===== src/rtl/mem_port_arbiter_pkg.sv =====
// Shared definitions for the unified instruction/data memory port arbiter.
package mem_port_arbiter_pkg;

  typedef enum logic [1:0] {
    IDLE    = 2'd0,
    BUSY_IF = 2'd1,
    BUSY_DM = 2'd2
  } arb_state_t;

  localparam int DEF_MAX_DM_STREAK = 4;
  localparam int DEF_TIMEOUT       = 255;

endpackage


===== src/rtl/mem_port_arbiter_streak_counter.sv =====
// Saturating count of consecutive data grants taken while a fetch was waiting.
module arb_streak_counter
  import mem_port_arbiter_pkg::*;
#(
  parameter int MAX = DEF_MAX_DM_STREAK
) (
  input  logic clk,
  input  logic rst,
  input  logic inc,
  input  logic clr,
  output logic sat
);

  localparam logic [3:0] SAT_VAL = 4'(MAX);

  logic [3:0] cnt;

  always_ff @(posedge clk) begin
    if (rst || clr) begin
      cnt <= '0;
    end else if (inc && cnt != SAT_VAL) begin
      cnt <= cnt + 4'd1;
    end
  end

  assign sat = (cnt == SAT_VAL);

endmodule


===== src/rtl/mem_port_arbiter.sv =====
// Arbitrates fetch and data-stage accesses onto one single-ported memory,
// with data priority, fetch anti-starvation and a response watchdog.
module mem_port_arbiter
  import mem_port_arbiter_pkg::*;
#(
  parameter int AW            = 32,
  parameter int DW            = 32,
  parameter int MAX_DM_STREAK = DEF_MAX_DM_STREAK,
  parameter int TIMEOUT       = DEF_TIMEOUT
) (
  input  logic          clk,
  input  logic          rst,
  input  logic          if_req,
  input  logic [AW-1:0] if_addr,
  output logic [DW-1:0] if_rdata,
  output logic          if_valid,
  output logic          if_stall,
  input  logic          dm_req,
  input  logic          dm_we,
  input  logic [AW-1:0] dm_addr,
  input  logic [DW-1:0] dm_wdata,
  output logic [DW-1:0] dm_rdata,
  output logic          dm_valid,
  output logic          dm_stall,
  output logic          mem_en,
  output logic          mem_we,
  output logic [AW-1:0] mem_addr,
  output logic [DW-1:0] mem_wdata,
  input  logic [DW-1:0] mem_rdata,
  input  logic          mem_ready,
  output logic          err
);

  localparam logic [7:0] WDOG_LAST = 8'(TIMEOUT - 1);

  arb_state_t    state;
  logic [AW-1:0] addr_q;
  logic [DW-1:0] wdata_q;
  logic          we_q;
  logic [7:0]    wdog;
  logic          err_q;

  logic idle, busy, dm_win, if_win, streak_sat, streak_inc, streak_clr;

  assign idle = (state == IDLE);
  assign busy = ~idle;

  // A saturated streak hands the port to a waiting fetch even if data wants it.
  assign dm_win     = idle & dm_req & ~(if_req & streak_sat);
  assign if_win     = idle & if_req & ~dm_win;
  assign streak_inc = dm_win & if_req;
  assign streak_clr = if_win | (dm_win & ~if_req);

  arb_streak_counter #(
    .MAX (MAX_DM_STREAK)
  ) u_streak (
    .clk (clk),
    .rst (rst),
    .inc (streak_inc),
    .clr (streak_clr),
    .sat (streak_sat)
  );

  always_ff @(posedge clk) begin
    if (rst) begin
      state   <= IDLE;
      addr_q  <= '0;
      wdata_q <= '0;
      we_q    <= 1'b0;
      wdog    <= '0;
      err_q   <= 1'b0;
    end else begin
      case (state)
        IDLE: begin
          wdog <= '0;
          if (dm_win) begin
            state   <= BUSY_DM;
            addr_q  <= dm_addr;
            wdata_q <= dm_wdata;
            we_q    <= dm_we;
          end else if (if_win) begin
            state  <= BUSY_IF;
            addr_q <= if_addr;
            we_q   <= 1'b0;
          end
        end
        BUSY_IF, BUSY_DM: begin
          if (mem_ready) begin
            state <= IDLE;
            wdog  <= '0;
          end else if (wdog == WDOG_LAST) begin
            // Abandon the access silently; the requester is still stalled and re-arbitrates.
            state <= IDLE;
            wdog  <= '0;
            err_q <= 1'b1;
          end else begin
            wdog <= wdog + 8'd1;
          end
        end
        default: state <= IDLE;
      endcase
    end
  end

  assign if_valid  = (state == BUSY_IF) & mem_ready;
  assign dm_valid  = (state == BUSY_DM) & mem_ready;
  assign if_rdata  = if_valid ? mem_rdata : '0;
  assign dm_rdata  = dm_valid ? mem_rdata : '0;
  assign if_stall  = if_req & ~if_valid;
  assign dm_stall  = dm_req & ~dm_valid;
  assign mem_en    = busy;
  assign mem_we    = busy & we_q;
  assign mem_addr  = addr_q;
  assign mem_wdata = wdata_q;
  assign err       = err_q;

endmodule


===== config.mk =====
export PLATFORM = sky130hd
export DESIGN_NAME = mem_port_arbiter
export DESIGN_NICKNAME = d
export VERILOG_FILES = /design/src/rtl/mem_port_arbiter_pkg.sv /design/src/rtl/mem_port_arbiter_streak_counter.sv /design/src/rtl/mem_port_arbiter.sv
export SDC_FILE = /design/constraint.sdc
export NUM_CORES = 1
export LEC_CHECK = 0
export ABC_AREA = 1
export CAP_MARGIN = 10
export CORE_MARGIN = 2
export CORE_UTILIZATION = 36
export DETAILED_ROUTE_END_ITERATION = 10
export PLACE_DENSITY = 0.81
export SETUP_SLACK_MARGIN = 0.2
export SLEW_MARGIN = 0
export SYNTH_ARGS = -nofsm -noshare
export SYNTH_HDL_FRONTEND = slang
export SYNTH_SLANG_ARGS = --single-unit

===== constraint.sdc =====
create_clock -name clk -period 1.95 [get_ports clk]
set_clock_uncertainty 0.1 [all_clocks]
set_input_delay 0.585 -clock clk [delete_from_list [all_inputs] [get_ports clk]]
set_output_delay 0.585 -clock clk [all_outputs]
set_load 0.01 [all_outputs]

==> summary.md <==
| Metric | Value |
|---|---|
| Final setup fails | 141 |
| IO Pins | about 270 |
| Sequential power share | between 20% and 30% |
| Total gr overflow | 0 |
| Clk slew on worst S/H paths | approximately 0.090 ns |
| Clock Sinks | 80 |
| Initial cell density of the core | a little under two fifths |
| Mapped Nets | approximately 760 |
| Layout cells sized above 1 | 48.23% |
| GRT Resource Usage Total | between 30% and 40% |
| Die extent in y | 109.6 um |
| Combinational Power Share | between 50% and 60% |
| Failing checks | negative setup slack |
| Power Density | ~740 nW/um2 |
| Post-synth cell types | 19 |
| Leakage | roughly 4.7 nW |
| Worst Tran Pin Value | about 0.30 ns |
| Hold Startpoint | mem_wdata[23]$_SDFFE_PP0P_ |
| Drt via density | ~5.3 |
| Worst VDD drop | 0.4873 mV |
| Clock power frac | 20.0% |
| Avg Synthesized Cell Area | 6.529 um2 |
| DRC viols | 0 |
| Die ar. | about 12000 um2 |
| Leading area contributor after synthesis | dfxtp_1 |
| Simple-gate area share of the yosys netlist | around two fifths |
| Internal power | between 4 and 5 mW |
| Vias in the first global route | 5696 |
| CP Class | flip-flop to output pin |
| Largest net degree at the start of global routing | 38 |
| R2R cell count | 16 |
| Buffers added on ports | 268 |
| WL/cell | about 22 um |
| RSZ-0062 raised after global routing | true |
| CTS buffer count | 9 |
| Synth Instances | 615 |
| Adder-Cell Fraction of Synth Area | roughly 2.5% |
| Sw frac | a little over a third |
| Post-synth EDFFs | 0 |
| Final Hold Vio Count | 0 |
| Largest cells by area after synthesis | dfxtp_1 40%, nor2_1 14%, nand2_1 9.3% |
| First-pass GRT wire length | 29790 um |
| WP data required | 1.26 ns |
| Post-synthesis sequential area ratio | about two fifths |
| Slew headroom | approximately 80% |
| Initial antenna violation count | 6 |
| Die width | ~110 um |
| R2R Setup Slk | -0.34 ns |
| TritonCTS clock tree | built |
| Reg-to-reg startpoint | state[0]$_SDFFE_PP0P_ |
| Cell with the most instances after synthesis | nor2_1 |
| Detailed Place HPWL | 10360 um |
| Outcome | complete, but fails checks |
| Mux cell area share after synthesis | 0% |
| Mapped cell area | about 4000 um2 |
| Top_reg_cell synth | dfxtp_1 |
| Via count | 5868 |
| H-tree level count | 3 |
| Final #Nets | approximately 1.1k |
| Worst EP arrival | roughly 1.7 ns |
| Share of the synthesized area in the top cell type | 39.89% |
| Iteration-0 DRC count of the detailed router | ~550 |
| Critical path endpoint category | output pin |
| Hold depth | 2 |
| WHS Endpoint | mem_wdata[23]$_SDFFE_PP0P_ |
| Max_cap viols | 0 |
| Register bit total from synthesis | 80 |
| Rows | 38 |
| Compound-cell area share of the yosys netlist | approximately 5% |
| Gpl congestion | approximately 0.8 |
| Final worst-path cycle share | 122.1% |
| CP max FO | 7 |
| Worst hold margin | slightly below 0.4 ns |
| Drt first pass iters | 7 |
| Psw | roughly 2.6 mW |
| Final Core Density | about nine tenths |
| Ys Warns | 0 |
| Worst flop-to-flop path endpoint | mem_wdata[30]$_SDFFE_PP0P_ |
| XOR/XNOR Fraction of Synth Area | 1.091% |
| Core area | approximately 11000 um2 |
| CP startpoint kind | flip-flop |
| Hold Crit Class | flip-flop to flip-flop |
| Commonest cells post-synth | 145 x nor2_1, 100 x nand2_1, 89 x inv_1 |
| Final slew viol count | 0 |
| Post-synth ARST share | 0% |
| Max Clock Freq | roughly 420 MHz |
| Max clock buf depth | 2 |
| Main combinational cell family by area after synthesis | simple AND/OR/NAND/NOR gates |
| Drt total wl | about 25000 um |
| Root Buffer | clkbuf_8 |
| Hold buffers post-CTS | 0 |
| Final worst-path setup slack | -0.4315 ns |
| Area growth, synth to finish | 139.1% |
| Clk Latency, worst-skew pair | between 0.3 and 0.4 ns |
| Final min period | around 2.4 ns |
| Final ANT Viol Nets | 0 |
## through the flow
stage               total power [mW]  instance area [um2]  setup WS, ns  std cells  TNS, ns
finish                         7.104                 9599       -0.4315       1108   -37.16
detailed placement             3.917                 7005       -0.7848       1021   -69.25
CTS                            6.376                 8760       -0.2736       1092   -14.23
floorplan                      2.858                 4019        0.1478        615        0
global placement               3.887                 7005       -0.7609       1021   -67.47
global route                   7.365                 9599       -0.4708       1108   -44.52
## registers in the layout (all words and copies together) (netlist names)
| name | count |
|---|---|
| mem_wdata | 32 |
| we_q | 1 |
| err | 1 |
| state | 2 |
| mem_addr | 32 |
| wdog | 8 |
| u_streak.cnt | 4 |
## worst max-delay path by stage
| stage | startpoint | endpoint | cells after the start |
|---|---|---|---|
| 6_report | state[1]$_SDFFE_PP0P_ | if_rdata[7] | 6 |
| 3_5_place_dp | mem_ready | if_rdata[0] | 5 |
| 2_1_floorplan | state[0]$_SDFFE_PP0P_ | dm_rdata[10] | 5 |
| 4_1_cts | state[0]$_SDFFE_PP0P_ | dm_rdata[18] | 8 |
| 3_3_place_gp | mem_ready | dm_stall | 6 |
| 5_1_grt | state[0]$_SDFFE_PP0P_ | mem_addr[21]$_SDFFE_PP0P_ | 16 |
## final cells by class
type                       instances  area, um2
antenna                            6      15.01
multi-input combinational        411       3273
clock buffer                      13      148.9
timing repair buffer             364       3931
timing repair inverter             1      16.27
clock inverter                     3      65.06
inverter                          90      364.1
fill                             492       1241
tap                              140      175.2
sequential                        80       1610
## kinds of logic after synthesis
group,Yosys count
AO/OA/AOI/OAI,41
adder cells (fa/ha/maj),8
flip-flops,80
buffers and inverters,124
AND/OR/NAND/NOR,357
XOR/XNOR,5
## critical path, stage by stage (launching register included)
cell     delay (ns)
dfxtp_2        0.36
inv_1          0.16
ha_4           0.18
nand2_4        0.09
buf_6          0.16
nor2_1         0.20
buf_2          0.19
## repair_timing
| item | in CTS | in global routing |
|---|---|---|
| setup endpoints to repair | 205 | 165 |
| pin swaps | 63 | 47 |
| resized for setup | 663 | 209 |
| gates cloned | 26 | 1 |
| buffers inserted | 29 | 9 |
## placed cells by master, fill, tap and decap left out, drive strengths merged
cell type      instances
a21oi                  9
buf                  164
bufinv                 2
clkbuf                14
clkdlybuf4s15         19
clkdlybuf4s50        131
clkinv                 2
dfxtp                 80
diode                  6
dlygate4sd2           49
ha                     8
inv                   90
nand2                101
nand3                 69
nand4                  4
nor2                 145
nor3                   6
o21ai                 32
or2                   32
xnor2                  1
xor2                   4
## routing by layer
metal,part of all wire [%],global-route usage (%),up-vias
met5,0,0,-
met4,8.1,22.42,0
met3,8.6,8.714,153
met2,51,59.57,401
met1,32,33.35,2748
li1,-,-,2566
## power groups by stage
stage / clock [mW] / combinational [mW] / sequential, mW
floorplan: 0 / 0.799 / 2.06
global placement: 0 / 1.93 / 1.96
detailed placement: 0 / 1.95 / 1.97
CTS: 1.39 / 3.02 / 1.97
global route: 1.51 / 3.82 / 2.04
finish: 1.42 / 3.67 / 2.02
Power figures use the tool's default switching activity.
